`config.mk`:
```
export PLATFORM = sky130hd
export DESIGN_NAME = code_decoder_seq_flat
export DESIGN_NICKNAME = d
export VERILOG_FILES = /design/src/rtl/code_decoder_seq_if.sv /design/src/rtl/code_decoder_seq.sv /design/src/flat_wrapper.sv
export SDC_FILE = /design/constraint.sdc
export NUM_CORES = 1
export LEC_CHECK = 0
export CAP_MARGIN = 20
export CORE_AREA = 2 2 49 84
export DETAILED_ROUTE_END_ITERATION = 8
export DIE_AREA = 0 0 51 86
export PLACE_DENSITY_LB_ADDON = 0.08
export SYNTH_ARGS = -nofsm -noshare
export SYNTH_HDL_FRONTEND = slang
export SYNTH_SLANG_ARGS = --single-unit
```
`constraint.sdc`:
```
create_clock -name clk -period 4.8 [get_ports clk]
set_input_delay 0.96 -clock clk [delete_from_list [all_inputs] [get_ports clk]]
set_output_delay 0.96 -clock clk [all_outputs]
set_load 0.02 [all_outputs]
```
`src/rtl/code_decoder_seq_if.sv`:
```
// code_decoder_seq_if: handshake and output bundle for the sequenced 2-to-4 decoder.
//   in_valid  - source presents in_code this cycle
//   in_code   - 2-bit code to decode (0 selects Y[0] .. 3 selects Y[3])
//   in_ready  - decoder FIFO can accept a code (not full)
//   Y         - one-hot decoded word, 0000 when idle
//   out_valid - high exactly when Y is non-zero
//   count     - FIFO occupancy, 0..DEPTH
// The master modport is the code source; the slave modport is the decoder.
interface code_decoder_seq_if #(
  parameter int DEPTH = 4
);
  localparam int CW = $clog2(DEPTH) + 1;

  logic          in_valid;
  logic [1:0]    in_code;
  logic          in_ready;
  logic [3:0]    Y;
  logic          out_valid;
  logic [CW-1:0] count;

  modport master (
    output in_valid, in_code,
    input  in_ready, Y, out_valid, count
  );

  modport slave (
    input  in_valid, in_code,
    output in_ready, Y, out_valid, count
  );
endinterface

```
`src/rtl/code_decoder_seq.sv`:
```
// code_decoder_seq: sequenced 2-to-4 decoder.
// Codes arrive over a valid/ready handshake, are buffered in a DEPTH-entry
// FIFO, and are replayed one at a time as a one-hot word on Y, each held for
// DWELL cycles. Consecutive words follow each other without a gap cycle.
//   clk - rising-edge clock
//   rst - synchronous active-high reset
//   bus - code_decoder_seq_if slave modport (in_valid, in_code, in_ready,
//         Y, out_valid, count)
// Parameters: DEPTH (power of 2, >= 2), DWELL (>= 1).
module code_decoder_seq #(
  parameter int DEPTH = 4,
  parameter int DWELL = 3
) (
  input  logic                clk,
  input  logic                rst,
  code_decoder_seq_if.slave   bus
);
  localparam int PW = $clog2(DEPTH);
  localparam int CW = PW + 1;
  localparam int DW = (DWELL > 1) ? $clog2(DWELL) : 1;

  typedef enum logic {
    IDLE,
    DRIVE
  } state_t;

  state_t        state_q, state_d;
  logic [1:0]    mem [DEPTH];
  logic [PW-1:0] wr_ptr, rd_ptr;
  logic [CW-1:0] count_q;
  logic [DW-1:0] dwell_q, dwell_d;
  logic [3:0]    y_q, y_d;
  logic          ov_q, ov_d;
  logic          in_ready_w;
  logic          push, pop;
  logic [3:0]    head_word;

  // Readiness comes from the pre-edge count, so a pop on the same edge
  // never frees a slot for a push.
  assign in_ready_w = (count_q != CW'(DEPTH));
  assign push       = bus.in_valid && in_ready_w;
  assign head_word  = 4'b0001 << mem[rd_ptr];

  assign bus.in_ready  = in_ready_w;
  assign bus.Y         = y_q;
  assign bus.out_valid = ov_q;
  assign bus.count     = count_q;

  // FIFO storage and pointers. Pointers are PW bits wide, so with a
  // power-of-2 DEPTH they wrap naturally. Storage itself needs no reset:
  // clearing count and pointers makes old contents unreachable.
  always_ff @(posedge clk) begin
    if (rst) begin
      wr_ptr  <= '0;
      rd_ptr  <= '0;
      count_q <= '0;
    end else begin
      if (push) begin
        mem[wr_ptr] <= bus.in_code;
        wr_ptr      <= wr_ptr + PW'(1);
      end
      if (pop) begin
        rd_ptr <= rd_ptr + PW'(1);
      end
      count_q <= count_q + CW'(push) - CW'(pop);
    end
  end

  // FSM and output registers.
  always_ff @(posedge clk) begin
    if (rst) begin
      state_q <= IDLE;
      dwell_q <= '0;
      y_q     <= '0;
      ov_q    <= 1'b0;
    end else begin
      state_q <= state_d;
      dwell_q <= dwell_d;
      y_q     <= y_d;
      ov_q    <= ov_d;
    end
  end

  // Next-state logic. A word is loaded whenever the current one has
  // finished (or none is showing) and the FIFO holds a code; the dwell
  // counter holds the number of extra cycles the current word remains.
  always_comb begin
    state_d = state_q;
    dwell_d = dwell_q;
    y_d     = y_q;
    ov_d    = ov_q;
    pop     = 1'b0;
    case (state_q)
      IDLE: begin
        y_d  = 4'b0000;
        ov_d = 1'b0;
        if (count_q != '0) begin
          pop     = 1'b1;
          y_d     = head_word;
          ov_d    = 1'b1;
          dwell_d = DW'(DWELL - 1);
          state_d = DRIVE;
        end
      end
      DRIVE: begin
        if (dwell_q != '0) begin
          dwell_d = dwell_q - DW'(1);
        end else if (count_q != '0) begin
          pop     = 1'b1;
          y_d     = head_word;
          ov_d    = 1'b1;
          dwell_d = DW'(DWELL - 1);
        end else begin
          y_d     = 4'b0000;
          ov_d    = 1'b0;
          state_d = IDLE;
        end
      end
      default: begin
        y_d     = 4'b0000;
        ov_d    = 1'b0;
        dwell_d = '0;
        state_d = IDLE;
      end
    endcase
  end
endmodule

```
`src/flat_wrapper.sv`:
```
// flat-port wrapper written by rule: the top's interface ports become plain ports
module code_decoder_seq_flat 
#(
  parameter int DEPTH = 4,
  parameter int DWELL = 3
)
  (clk, rst, bus_in_valid, bus_in_code, bus_in_ready, bus_Y, bus_out_valid, bus_count);
  code_decoder_seq_if #(.DEPTH(DEPTH)) bus_i ();
  input  logic clk;
  input  logic rst;
  input wire logic [$bits(bus_i.in_valid)-1:0] bus_in_valid;
  input wire logic [$bits(bus_i.in_code)-1:0] bus_in_code;
  output wire logic [$bits(bus_i.in_ready)-1:0] bus_in_ready;
  output wire logic [$bits(bus_i.Y)-1:0] bus_Y;
  output wire logic [$bits(bus_i.out_valid)-1:0] bus_out_valid;
  output wire logic [$bits(bus_i.count)-1:0] bus_count;
  assign bus_i.in_valid = bus_in_valid;
  assign bus_i.in_code = bus_in_code;
  assign bus_in_ready = bus_i.in_ready;
  assign bus_Y = bus_i.Y;
  assign bus_out_valid = bus_i.out_valid;
  assign bus_count = bus_i.count;
  code_decoder_seq #(.DEPTH(DEPTH), .DWELL(DWELL)) u_core (.clk(clk), .rst(rst), .bus(bus_i));
endmodule
```
==> impl_metrics.tcl <==
set metrics [dict create \
    hold_path.class "flop to flop" \
    nFillCells 362 \
    skew_ns 0.00114 \
    finalMaxSlewViolations 0 \
    crit_arrival_ns 1.89 \
    dp_slack_ns 2.08 \
    critPathRequiredTime_ns 3.84 \
    fmax_mhz 351 \
    detail_route.vias_per_cell 4.52 \
    first_pass_iters 4 \
    num_vias 705 \
    areaGrowthSynthToFinish_pct 21.3 \
    setup_ws_ns 1.95 \
    grt_util_met1_pct 10.4 \
    r2r_slack_ns 2.49 \
    crit_type "flop to primary output" \
    max_slew_margin_pct 56.5 \
    whs_path_depth 1 \
    drv_cap 0 \
    whs_endpoint "u_core.bus.out_valid" \
    syn_avg_cell_area_um2 11.2 \
    ir_drop_v 0.000256 \
    rsz0062_at_grt "false" \
    use_met2_pct 18.2 \
    clock_latency_ns 0.26 \
    clockRootBuffer "clkbuf_8" \
    drt.antenna.violating_nets 0 \
    period_needed_ns 2.85 \
    syn-instance-count 95 \
    cts_inserted_buffers 3 \
    status "completed" \
    grt_pass1_wl_mm 3.17 \
    met3_usage_pct 1.57 \
    yosys.cell_types.count 25 \
    grt_pass1_vias 717 \
    clock_path_buffers 2 \
    synth_seq_area_share_pct 54.6 \
    hp-start "u_core.bus.out_valid" \
    grt_antenna_before_repair 0 \
    fin_nets 123 \
    cts_resized 0 \
    final_util_pct 35.2 \
    place_congestion 0.670 \
    tns_ns 0 \
    p_per_area_nw_per_um2 556 \
    die_area_um2 4390 \
    path_cells "nor3b_1 > inv_1 > clkdlybuf4s50_1" \
    critPathTopFamily "buffers and inverters" \
    drt-wirelength-per-cell_um 12.1 \
    slowest_delay_ns 0.57 \
    tightestPinTransition_ns 0.650 \
    cp_slowest_cell "clkdlybuf4s50_1" \
    power_leakage_nw 0.475 \
    grt_max_degree 20 \
    synth_area_um2 1060 \
    end_kind "primary output" \
    cts-htree-levels 1 \
    core_um2 3660 \
    antenna_cells 0 \
    synth_warnings 0 \
    timing.final.crit_share_pct 59.3 \
    syn_nets 107 \
    cts_setup_buffers 0 \
    rows 29 \
    crit_fanout 5 \
    drt-total-wl_mm 1.88 \
    path_clk_slew_ns 0.08 \
    drt_first_iter_violations 8 \
    cts_sinks 25 \
    dpl_cell_area_um2 1240 \
    finalHoldViolations 0 \
    drc 0 \
    r2r_start "u_core.bus.count[2]" \
    dp_hpwl_mm 1.47 \
    setup-violations-final 0 \
    final_cell_area_um2 1290 \
    start_util_pct 29.0 \
    hold_buffers 0 \
    grt_most_used_layer "met2" \
    cts_tree "built" \
    r2r-end "u_core.bus.count[2]" \
    die_w_um 51 \
    worstRegToRegCells 10 \
    io_pins 14 \
    die_y_um 86 \
    track_usage_pct 10.1 \
    io_buffers 13 \
    synth-seq-cells 25 \
    worstSetupStartpoint "u_core.bus.count[2]" \
    layout-drive-gt1-share_pct 5.45 \
    grt_remaining_overflow 0 \
    cp-start-kind "flop" \
    cp_num_buf_inv 2 \
]
## flip-flops by register name (all words and copies together), names as in the netlist, named ones only
name                  count
u_core.wr_ptr             2
u_core.state_q            1
u_core.mem                8
u_core.bus.out_valid      1
u_core.bus.Y              4
u_core.rd_ptr             2
u_core.dwell_q            2
u_core.bus.count          3
## layer usage
metal  wire, µm  vias up
met3         48        5
li1           -      364
met2       1070       12
met5          0        -
met1        711      324
met4         55        0
## kinds of logic after synthesis
| kind of cell | share of synthesized area (%) |
|---|---|
| mux | 4.59 |
| buf+inv | 4.59 |
| flops | 54.6 |
| compound gates | 11.1 |
| xor+xnor | 1.65 |
| simple gates | 14.6 |
| fa+ha+maj | 8.94 |
## final cells by class
class / count / area (µm²) / share of cell area (%)
inverters: 11 / 41.3 / 3.20
clock inverters: 1 / 5.00 / 0.388
multi-input cells: 57 / 434 / 33.7
well taps: 46 / 57.6 / 4.46
repair buffers: 13 / 130 / 10.1
clock buffers: 3 / 41.3 / 3.20
flip-flops and latches: 25 / 581 / 45.0
## synthesized netlist by cell type
library cell	n	area [µm²]
nor2b_1	2	12.5
mux4_1	1	26.3
nand3_1	5	25.0
nand3b_1	5	37.5
inv_1	11	41.3
o21a_1	2	15.0
o21ai_0	7	35.0
o31ai_1	2	15.0
nor3_1	2	10.0
nand2_1	1	3.75
dfxtp_1	17	340
xnor2_1	2	17.5
or3_1	2	12.5
o31ai_2	1	12.5
or4_1	1	7.51
ha_1	6	75.1
mux4_2	1	22.5
nand2b_1	1	6.26
nor2_1	2	7.51
fa_1	1	20.0
nor3b_1	1	7.51
a21oi_1	8	40.0
and2_1	4	25.0
clkbuf_1	2	7.51
edfxtp_1	8	240
## layout by cell type, fill, tap and decap left out, drive strengths merged, types with 4 or more instances in the layout
cell type      Yosys  layout
a21oi              8       8
and2               4       4
clkdlybuf4s50      0      13
dfxtp             17      17
edfxtp             8       8
ha                 6       6
inv               11      11
nand3              5       5
nand3b             5       5
o21ai              7       7
## power by group
group / internal (mW) / leakage (nW) / switching (mW) / total [mW]
clock: 0.0580 / 0.0255 / 0.0639 / 0.122
sequential: 0.269 / 0.213 / 0.0380 / 0.307
combinational: 0.138 / 0.236 / 0.150 / 0.288
## how the worst max path moves through the flow
stage	end	cells past startpoint
final	bus_in_ready	3
after global routing	bus_in_ready	3
after CTS	bus_in_ready	3
after detailed placement	u_core.mem[0][0]	3
after global placement	u_core.bus.count[2]	8
after floorplan	u_core.bus.count[2]	10
## through the flow
| step | total power, mW | instances | hold WS, ns |
|---|---|---|---|
| 5_1_grt | 0.781 | 156 | 0.498 |
| 3_3_place_gp | 0.610 | 152 | 0.449 |
| 6_report | 0.717 | 156 | 0.471 |
| 2_1_floorplan | 0.508 | 95 | 0.453 |
| 3_5_place_dp | 0.609 | 152 | 0.455 |
| 4_1_cts | 0.734 | 156 | 0.476 |
Note: power is estimated with default switching activity, not from simulation.
